<file path="config.mk">
export PLATFORM = sky130hd
export DESIGN_NAME = comp_serial
export DESIGN_NICKNAME = d
export VERILOG_FILES = /design/src/rtl/comp_serial.sv
export SDC_FILE = /design/constraint.sdc
export NUM_CORES = 1
export LEC_CHECK = 0
export ABC_CLOCK_PERIOD_IN_PS = 2700
export CAP_MARGIN = 20
export CORE_ASPECT_RATIO = 0.6
export CORE_MARGIN = 2
export CORE_UTILIZATION = 48
export CTS_CLUSTER_DIAMETER = 50
export DETAILED_ROUTE_END_ITERATION = 7
export MAX_ROUTING_LAYER = met4
export PLACE_DENSITY_LB_ADDON = 0.05
export RECOVER_POWER = 25
export SETUP_SLACK_MARGIN = 0.1
export SYNTH_ARGS = -nofsm -noshare
export SYNTH_HDL_FRONTEND = slang
export SYNTH_SLANG_ARGS = --single-unit
export TNS_END_PERCENT = 100
</file>
<file path="constraint.sdc">
create_clock -name clk -period 2.7 [get_ports clk]
set_input_delay 0.54 -clock clk [delete_from_list [all_inputs] [get_ports clk]]
set_output_delay 0.54 -clock clk [all_outputs]
set_load 0.1 [all_outputs]
</file>
<file path="src/rtl/comp_serial.sv">
`default_nettype none
// ============================================================================
// Module   : comp_serial
// Purpose  : Multi-cycle two's-complement sign unit. Produces pass, negate,
//            absolute value or negative absolute value of a WIDTH-bit operand,
//            processing CHUNK bits per cycle (LSB chunk first) with a
//            registered carry between chunks. Flags overflow when the
//            most-negative value is inverted.
// Ports    : clk        - clock, all state on rising edge
//            rst        - synchronous active-high reset
//            in_valid   - operand/mode present
//            in_ready   - block can accept (IDLE and not in reset)
//            in_data    - signed operand
//            in_mode    - 00 pass, 01 negate, 10 abs, 11 negative abs
//            out_valid  - result present
//            out_ready  - consumer accepts result
//            out_data   - result (changes only on completion or reset)
//            out_ovf    - result not representable
//            busy       - operation in flight (not IDLE)
// Revision : 1.0 - initial release
// ============================================================================
module comp_serial #(
    parameter int WIDTH = 32,
    parameter int CHUNK = 8
) (
    input  logic             clk,
    input  logic             rst,
    input  logic             in_valid,
    output logic             in_ready,
    input  logic [WIDTH-1:0] in_data,
    input  logic [1:0]       in_mode,
    output logic             out_valid,
    input  logic             out_ready,
    output logic [WIDTH-1:0] out_data,
    output logic             out_ovf,
    output logic             busy
);

    localparam int NCHUNK = WIDTH / CHUNK;
    localparam int CW     = (NCHUNK > 1) ? $clog2(NCHUNK) : 1;

    localparam logic [WIDTH-1:0] MIN_VAL  = {1'b1, {(WIDTH-1){1'b0}}};
    localparam logic [CW-1:0]    LAST_CNT = CW'(NCHUNK - 1);

    typedef enum logic [1:0] {
        S_IDLE = 2'd0,
        S_RUN  = 2'd1,
        S_DONE = 2'd2
    } state_t;

    state_t             state_q;
    logic [WIDTH-1:0]   op_q;
    logic [WIDTH-1:0]   acc_q;
    logic               inv_q;
    logic               carry_q;
    logic [CW-1:0]      cnt_q;
    logic               out_valid_q;
    logic [WIDTH-1:0]   out_data_q;
    logic               out_ovf_q;

    logic [CHUNK-1:0]   chunk_w;
    logic [CHUNK:0]     sum_w;
    logic [WIDTH-1:0]   acc_d;
    logic               carry_d;
    logic               inv_d;
    logic               ovf_d;

    // Invert decision taken from the incoming operand at accept time.
    always_comb begin
        inv_d = 1'b0;
        case (in_mode)
            2'b00:   inv_d = 1'b0;
            2'b01:   inv_d = 1'b1;
            2'b10:   inv_d = in_data[WIDTH-1];
            default: inv_d = ~in_data[WIDTH-1];
        endcase
    end

    // Select the operand chunk addressed by the counter.
    always_comb begin
        chunk_w = '0;
        for (int i = 0; i < NCHUNK; i++) begin
            if (cnt_q == CW'(i)) begin
                chunk_w = op_q[i*CHUNK +: CHUNK];
            end
        end
    end

    // Conditional one's complement plus carry-in; negation is ~x + 1 with
    // the initial carry seeded by the invert flag.
    assign sum_w   = {1'b0, chunk_w ^ {CHUNK{inv_q}}} + {{CHUNK{1'b0}}, carry_q};
    assign carry_d = sum_w[CHUNK];

    // Partial result with the current chunk merged in.
    always_comb begin
        acc_d = acc_q;
        for (int i = 0; i < NCHUNK; i++) begin
            if (cnt_q == CW'(i)) begin
                acc_d[i*CHUNK +: CHUNK] = sum_w[CHUNK-1:0];
            end
        end
    end

    // Only the most-negative value has no positive counterpart.
    assign ovf_d = inv_q && (op_q == MIN_VAL);

    always_ff @(posedge clk) begin
        if (rst) begin
            state_q     <= S_IDLE;
            op_q        <= '0;
            acc_q       <= '0;
            inv_q       <= 1'b0;
            carry_q     <= 1'b0;
            cnt_q       <= '0;
            out_valid_q <= 1'b0;
            out_data_q  <= '0;
            out_ovf_q   <= 1'b0;
        end else begin
            case (state_q)
                S_IDLE: begin
                    if (in_valid) begin
                        op_q    <= in_data;
                        inv_q   <= inv_d;
                        carry_q <= inv_d;
                        cnt_q   <= '0;
                        acc_q   <= '0;
                        state_q <= S_RUN;
                    end
                end
                S_RUN: begin
                    acc_q   <= acc_d;
                    carry_q <= carry_d;
                    cnt_q   <= cnt_q + CW'(1);
                    if (cnt_q == LAST_CNT) begin
                        out_data_q  <= acc_d;
                        out_ovf_q   <= ovf_d;
                        out_valid_q <= 1'b1;
                        state_q     <= S_DONE;
                    end
                end
                S_DONE: begin
                    if (out_ready) begin
                        out_valid_q <= 1'b0;
                        state_q     <= S_IDLE;
                    end
                end
                default: begin
                    out_valid_q <= 1'b0;
                    state_q     <= S_IDLE;
                end
            endcase
        end
    end

    assign in_ready  = (state_q == S_IDLE) && !rst;
    assign busy      = (state_q != S_IDLE);
    assign out_valid = out_valid_q;
    assign out_data  = out_data_q;
    assign out_ovf   = out_ovf_q;

endmodule
`default_nettype wire

</file>
## Yosys cells after proc, flatten, opt, wreduce, memory -nomap -nowiden

Cells that the tools add are included.

- Bitwise operators: 3
- Eq/ne operators: 11
- Mux-type cells: 22
- $add $sub $neg: 2
- Divide/modulo/power cells: 0
- $lt $le $gt $ge: 0
- $mul: 0
- Shift-type cells: 0
- Reductions and logical operators: 13

Operators by type and width:

| cell | count |
|---|---|
| 2-to-1 mux 8 bit | 8 |
| case mux 32 bit (2 select lines) | 1 |
| equality test 32 bit, second input constant | 1 |
| 2-to-1 mux 32 bit | 1 |
| adder 8 x 1 -> 9 bit | 1 |
| equality test 2 bit, second input constant | 4 |
| 2-to-1 mux 2 bit | 4 |
| XOR 8 bit | 1 |
| equality test 2 x 1 -> 1 bit, second input constant | 3 |
| logical NOT 2 bit | 3 |
| != test 2 bit, second input constant | 3 |
| case mux 1 bit (3 select lines) | 2 |
| case mux 2 bit (3 select lines) | 1 |
| AND reduction 2 bit | 3 |
| AND reduction 3 bit | 2 |
| case mux 2 bit (2 select lines) | 1 |
| nonzero test 2 bit | 2 |
| 2-to-1 mux 1 bit | 3 |
| adder 2 x 1 -> 2 bit, second input constant | 1 |
| logical AND 1 bit | 2 |
| NOT 1 bit | 2 |
| case mux 1 bit (2 select lines) | 1 |
| logical NOT 1 bit | 1 |

- Memory bits (writable): 0
- Output and inout bits: 36
- Register bits: 104
- ROM bits: 0
- Memories: 0
- Bits of input ports: 38
- Logic and storage cells: 60
- Latch bits: 0

## Logic depth before layout (Yosys ltp)

- Word-level depth: 9
- Mapped depth: 18
- Gate-level depth less buffers: 17

## Worst setup path before layout

No wires, ideal clock.

- Path kind: flip-flop to flip-flop
- Start: register cnt_q[1]
- End: register out_data_q[12] (netlist: out_data[12])
- Data arrival time: 2829 ps
- Buffers on the path: 2
- Stages on the path, launching flop included: 19
- Setup slack: -261 ps
- Required time: 2568 ps
- Clock period less this slack: 2961 ps
- Setup time: 132 ps
- Cells stage by stage: dfxtp_1 -> inv_1 -> ha_1 -> buf_2 -> clkbuf_1 -> nor2_1 -> a21oi_1 -> nor2_1 -> a21oi_1 -> o21ai_0 -> xnor2_1 -> ha_1 -> ha_1 -> inv_1 -> o21ai_0 -> a21oi_1 -> xnor2_1 -> a21o_1 -> a21oi_1

- Longest elaborated chain between the ends: 8
- Elaborated cells on any way between the ends: 12
- Classes of those cells: 1 x add/sub; 3 x eq/ne; 5 x mux; 1 x bitwise; 2 x reduce/logical

Ends and longest elaborated chain:

| item | RTL line | source |
|---|---|---|
| from (decl) | 56 | `logic [CW-1:0] cnt_q;` |
| from (signal assigned) | 133 | `cnt_q <= cnt_q + CW'(1);` |
| logical NOT 2 bit | 83 | `if (cnt_q == CW'(i)) begin` |
| 2-to-1 mux 8 bit (4 in series) | 83 |  |
| XOR 8 bit | 91 | `assign sum_w = {1'b0, chunk_w ^ {CHUNK{inv_q}}} + {{CHUNK{1'b0}}, carry_q};` |
| adder 8 x 1 -> 9 bit | 91 |  |
| 2-to-1 mux 8 bit | 98 | `if (cnt_q == CW'(i)) begin` |
| to (signal assigned) | 116 | `out_data_q <= '0;` |
| to (signal assigned) | 135 | `out_data_q <= acc_d;` |
| to (decl) | 58 | `logic [WIDTH-1:0] out_data_q;` |

Several ways; a longest one is shown, not always the timed one.
A chain may end at the register's enable or synchronous reset.

## Worst setup path after layout

- Start: register cnt_q[0]
- End: register out_data_q[23] (netlist: out_data[23])

The elaborated chain is that of the path after synthesis.

==> results.sh <==
export IMPL_tns_ps=0
export IMPL_fp_dieW_um=128
export IMPL_whs_path_depth=2
export IMPL_yosys_warnings=0
export IMPL_synth_area_mm2=0.00441
export IMPL_async_flop_share_pct=0
export IMPL_cap_violations=0
export IMPL_track_usage_pct=25.7
export IMPL_vias=4191
export IMPL_synth_edf_count=0
export IMPL_overflow=0
export IMPL_fillers=801
export IMPL_r2r_end="out_data[23]"
export IMPL_hp_start="out_data[3]"
export IMPL_cp_arrival_ps=2880
export IMPL_place_hpwl_mm=8.41
export IMPL_finalClockSkew_ps=6.74
export IMPL_r2r_start="cnt_q[0]"
export IMPL_layout_min_cycle_time_ps=2620
export IMPL_ys_ff_latch=96
export IMPL_rr_worst_depth=10
export IMPL_cts_root_buffer="clkbuf_16"
export IMPL_drcViolationCount=0
export IMPL_drt_pass1_iter_count=7
export IMPL_timing_final_crit_share_pct=97.1
export IMPL_syn_inst=551
export IMPL_clock_path_buffers=2
export IMPL_area_growth_pct=32.6
export IMPL_crit_path_end_kind="flop"
export IMPL_path_max_fanout=10
export IMPL_max_freq_mhz=381
export IMPL_fp_dieH_um=78.3
export IMPL_postRouteAntennaNets=0
export IMPL_postSynthAreaPerCell_um2=8.01
export IMPL_cp_start_kind="flop"
export IMPL_finalMaxSlewViolations=0
export IMPL_cp_data_required_time_ps=2950
export IMPL_clock_sinks=96
export IMPL_worst_pin_slew_ps=804
export IMPL_ys_types=42
export IMPL_powerDensity_mw_per_mm2=564
export IMPL_routed_via_density=5.53
export IMPL_cts_buffers=9
export IMPL_rsz0062_at_grt="true"
export IMPL_grt_pass1_wl_mm=19.9
export IMPL_worst_slew_margin_rel_pct=46.3
export IMPL_coreArea_mm2=0.00905
export IMPL_regToRegSetupSlack_ps=80
export IMPL_critPathKind="reg2reg"
export IMPL_antenna_cells=0
export IMPL_finalHoldWorstSlack_ps=454
export IMPL_placedInstanceArea_mm2=0.00540
export IMPL_wl_mm=12.0
export IMPL_insertion_delay_ps=340
export IMPL_postLayoutCellArea_mm2=0.00585
export IMPL_path_clk_slew_ps=70
export IMPL_start_util_pct=48.7
export IMPL_tritoncts="built"
export IMPL_hold_path_class="reg2reg"
export IMPL_finalHoldViolations=0
export IMPL_ir_worst_vdd_mv=0.334
export IMPL_setup_violations_final=0
export IMPL_h_tree_depth=3
export IMPL_grt_pass1_vias=3890
export IMPL_cellLeakagePower_nw=2.14
export IMPL_grt_antenna_before_repair=0
export IMPL_synth_ff_type="dfxtp_1"
export IMPL_hold_end="out_data[3]"
export IMPL_status="finished clean"
export IMPL_gp_congestion=0.907
export IMPL_synth_nets=595
export IMPL_core_rowCount=27
export IMPL_drtIter0Drc=267
export IMPL_drive_gt1_share_pct=21.7
export IMPL_die_area_mm2=0.0100
export IMPL_grt_max_degree=103
export IMPL_port_buffer_count=73
export IMPL_io_pins=74
export IMPL_yosysSeqAreaShare_pct=43.5
export IMPL_final_nets=681
export IMPL_wl_per_cell_um=15.8
kinds of logic after synthesis:
kind of cell / Yosys count / share of synthesized area [%]
buf+inv: 61 / 5.50
flops: 96 / 43.5
xor+xnor: 10 / 1.98
fa+ha+maj: 6 / 1.70
compound gates: 160 / 22.5
simple gates: 207 / 22.3
mux: 11 / 2.50
worst max-delay path, stage by stage (launching register included):
cell and delay (ps):
dfxtp_2 340, buf_4 140, ha_4 190, buf_4 160
a211oi_2 200, a221oi_2 100, or4_4 520, a21oi_1 260
and4_4 310, nor2_1 70, o31ai_1 250
report_power, final:
| part | internal [mW] | switching, mW | leakage, nW | total, mW |
|---|---|---|---|---|
| logic | 0.257 | 0.312 | 1.23 | 0.570 |
| registers | 1.46 | 0.0432 | 0.781 | 1.50 |
| clock network | 0.644 | 0.589 | 0.136 | 1.23 |
| total | 2.36 | 0.944 | 2.14 | 3.30 |
timing repair:
action | CTS | global route
hold buffers | 0 | 0
cloned | 0 | 0
pin swaps | 19 | 5
setup endpoints to repair | 39 | 40
gates resized for setup | 18 | 13
setup buffers | 5 | 2
layout make-up:
class	instances	area [µm²]	share of cell area (%)
Clock inverter	7	63.8	1.09
Clock buffer	9	225	3.85
Inverter	15	56.3	0.962
Tap cell	116	145	2.48
Multi-Input combinational cell	394	2390	40.8
Timing Repair Buffer	121	1050	17.9
Sequential cell	96	1930	32.9
state kept, by name, summed over array words and instances (netlist names):
name / count
acc_q: 24
out_ovf: 1
op_q: 32
out_data: 32
inv_q: 1
carry_q: 1
state_q: 2
cnt_q: 2
out_valid: 1
cell usage after synthesis, types with 11 or more instances:
cell type / number / area, µm²
mux2i_1: 11 / 110
nor2_1: 36 / 135
nand2_1: 99 / 372
nand3_1: 14 / 70.1
a211oi_1: 15 / 113
inv_1: 15 / 56.3
dfxtp_1: 96 / 1920
nor3b_1: 12 / 90.1
nand3b_1: 12 / 90.1
a21oi_1: 87 / 435
clkbuf_1: 34 / 128
o21ai_0: 24 / 120
worst max path at each step:
stage | start | to | slack [ps] | cells after the start
floorplan | cnt_q[0] | out_data[4] | 110 | 16
global placement | cnt_q[0] | out_data[20] | -140 | 14
detailed placement | cnt_q[0] | out_data[4] | -100 | 14
CTS | cnt_q[0] | out_data[6] | 70 | 10
global route | cnt_q[0] | out_data[6] | -100 | 17
finish | cnt_q[0] | out_data[23] | 80 | 10
through the flow:
step                total power, mW  utilization (%)  instances  setup WS (ps)
global route                   3.43             64.6        758          -98.0
finish                         3.30             64.6        758           77.8
CTS                            3.31             64.2        756           67.0
floorplan                      1.85                -        551            105
detailed placement             2.06             59.7        735          -99.3
global placement               2.05             59.7        735           -137
metal layers:
| layer | GRT usage (%) | part of all wire, % |
|---|---|---|
| met5 | - | 0 |
| met4 | 4.51 | 0.55 |
| met3 | 4.57 | 5.3 |
| met2 | 35.0 | 40 |
| met1 | 39.8 | 54 |
cells in the final DEF, fill, tap and decap left out, types with 6 or more instances in the layout:
| master | count |
|---|---|
| o21ai_0 | 16 |
| a21oi_1 | 85 |
| nand3b_1 | 12 |
| buf_4 | 77 |
| a21o_1 | 6 |
| a211oi_1 | 13 |
| nor3b_1 | 11 |
| nand3_1 | 14 |
| clkdlybuf4s50_1 | 36 |
| nor4_1 | 7 |
| a22oi_1 | 7 |
| xnor2_1 | 6 |
| inv_1 | 12 |
| dfxtp_1 | 94 |
| nand2_1 | 99 |
| clkbuf_16 | 9 |
| mux2i_1 | 11 |
| nor2_1 | 35 |
| o21ai_1 | 8 |
No activity file was read; power rests on OpenSTA's default activity.
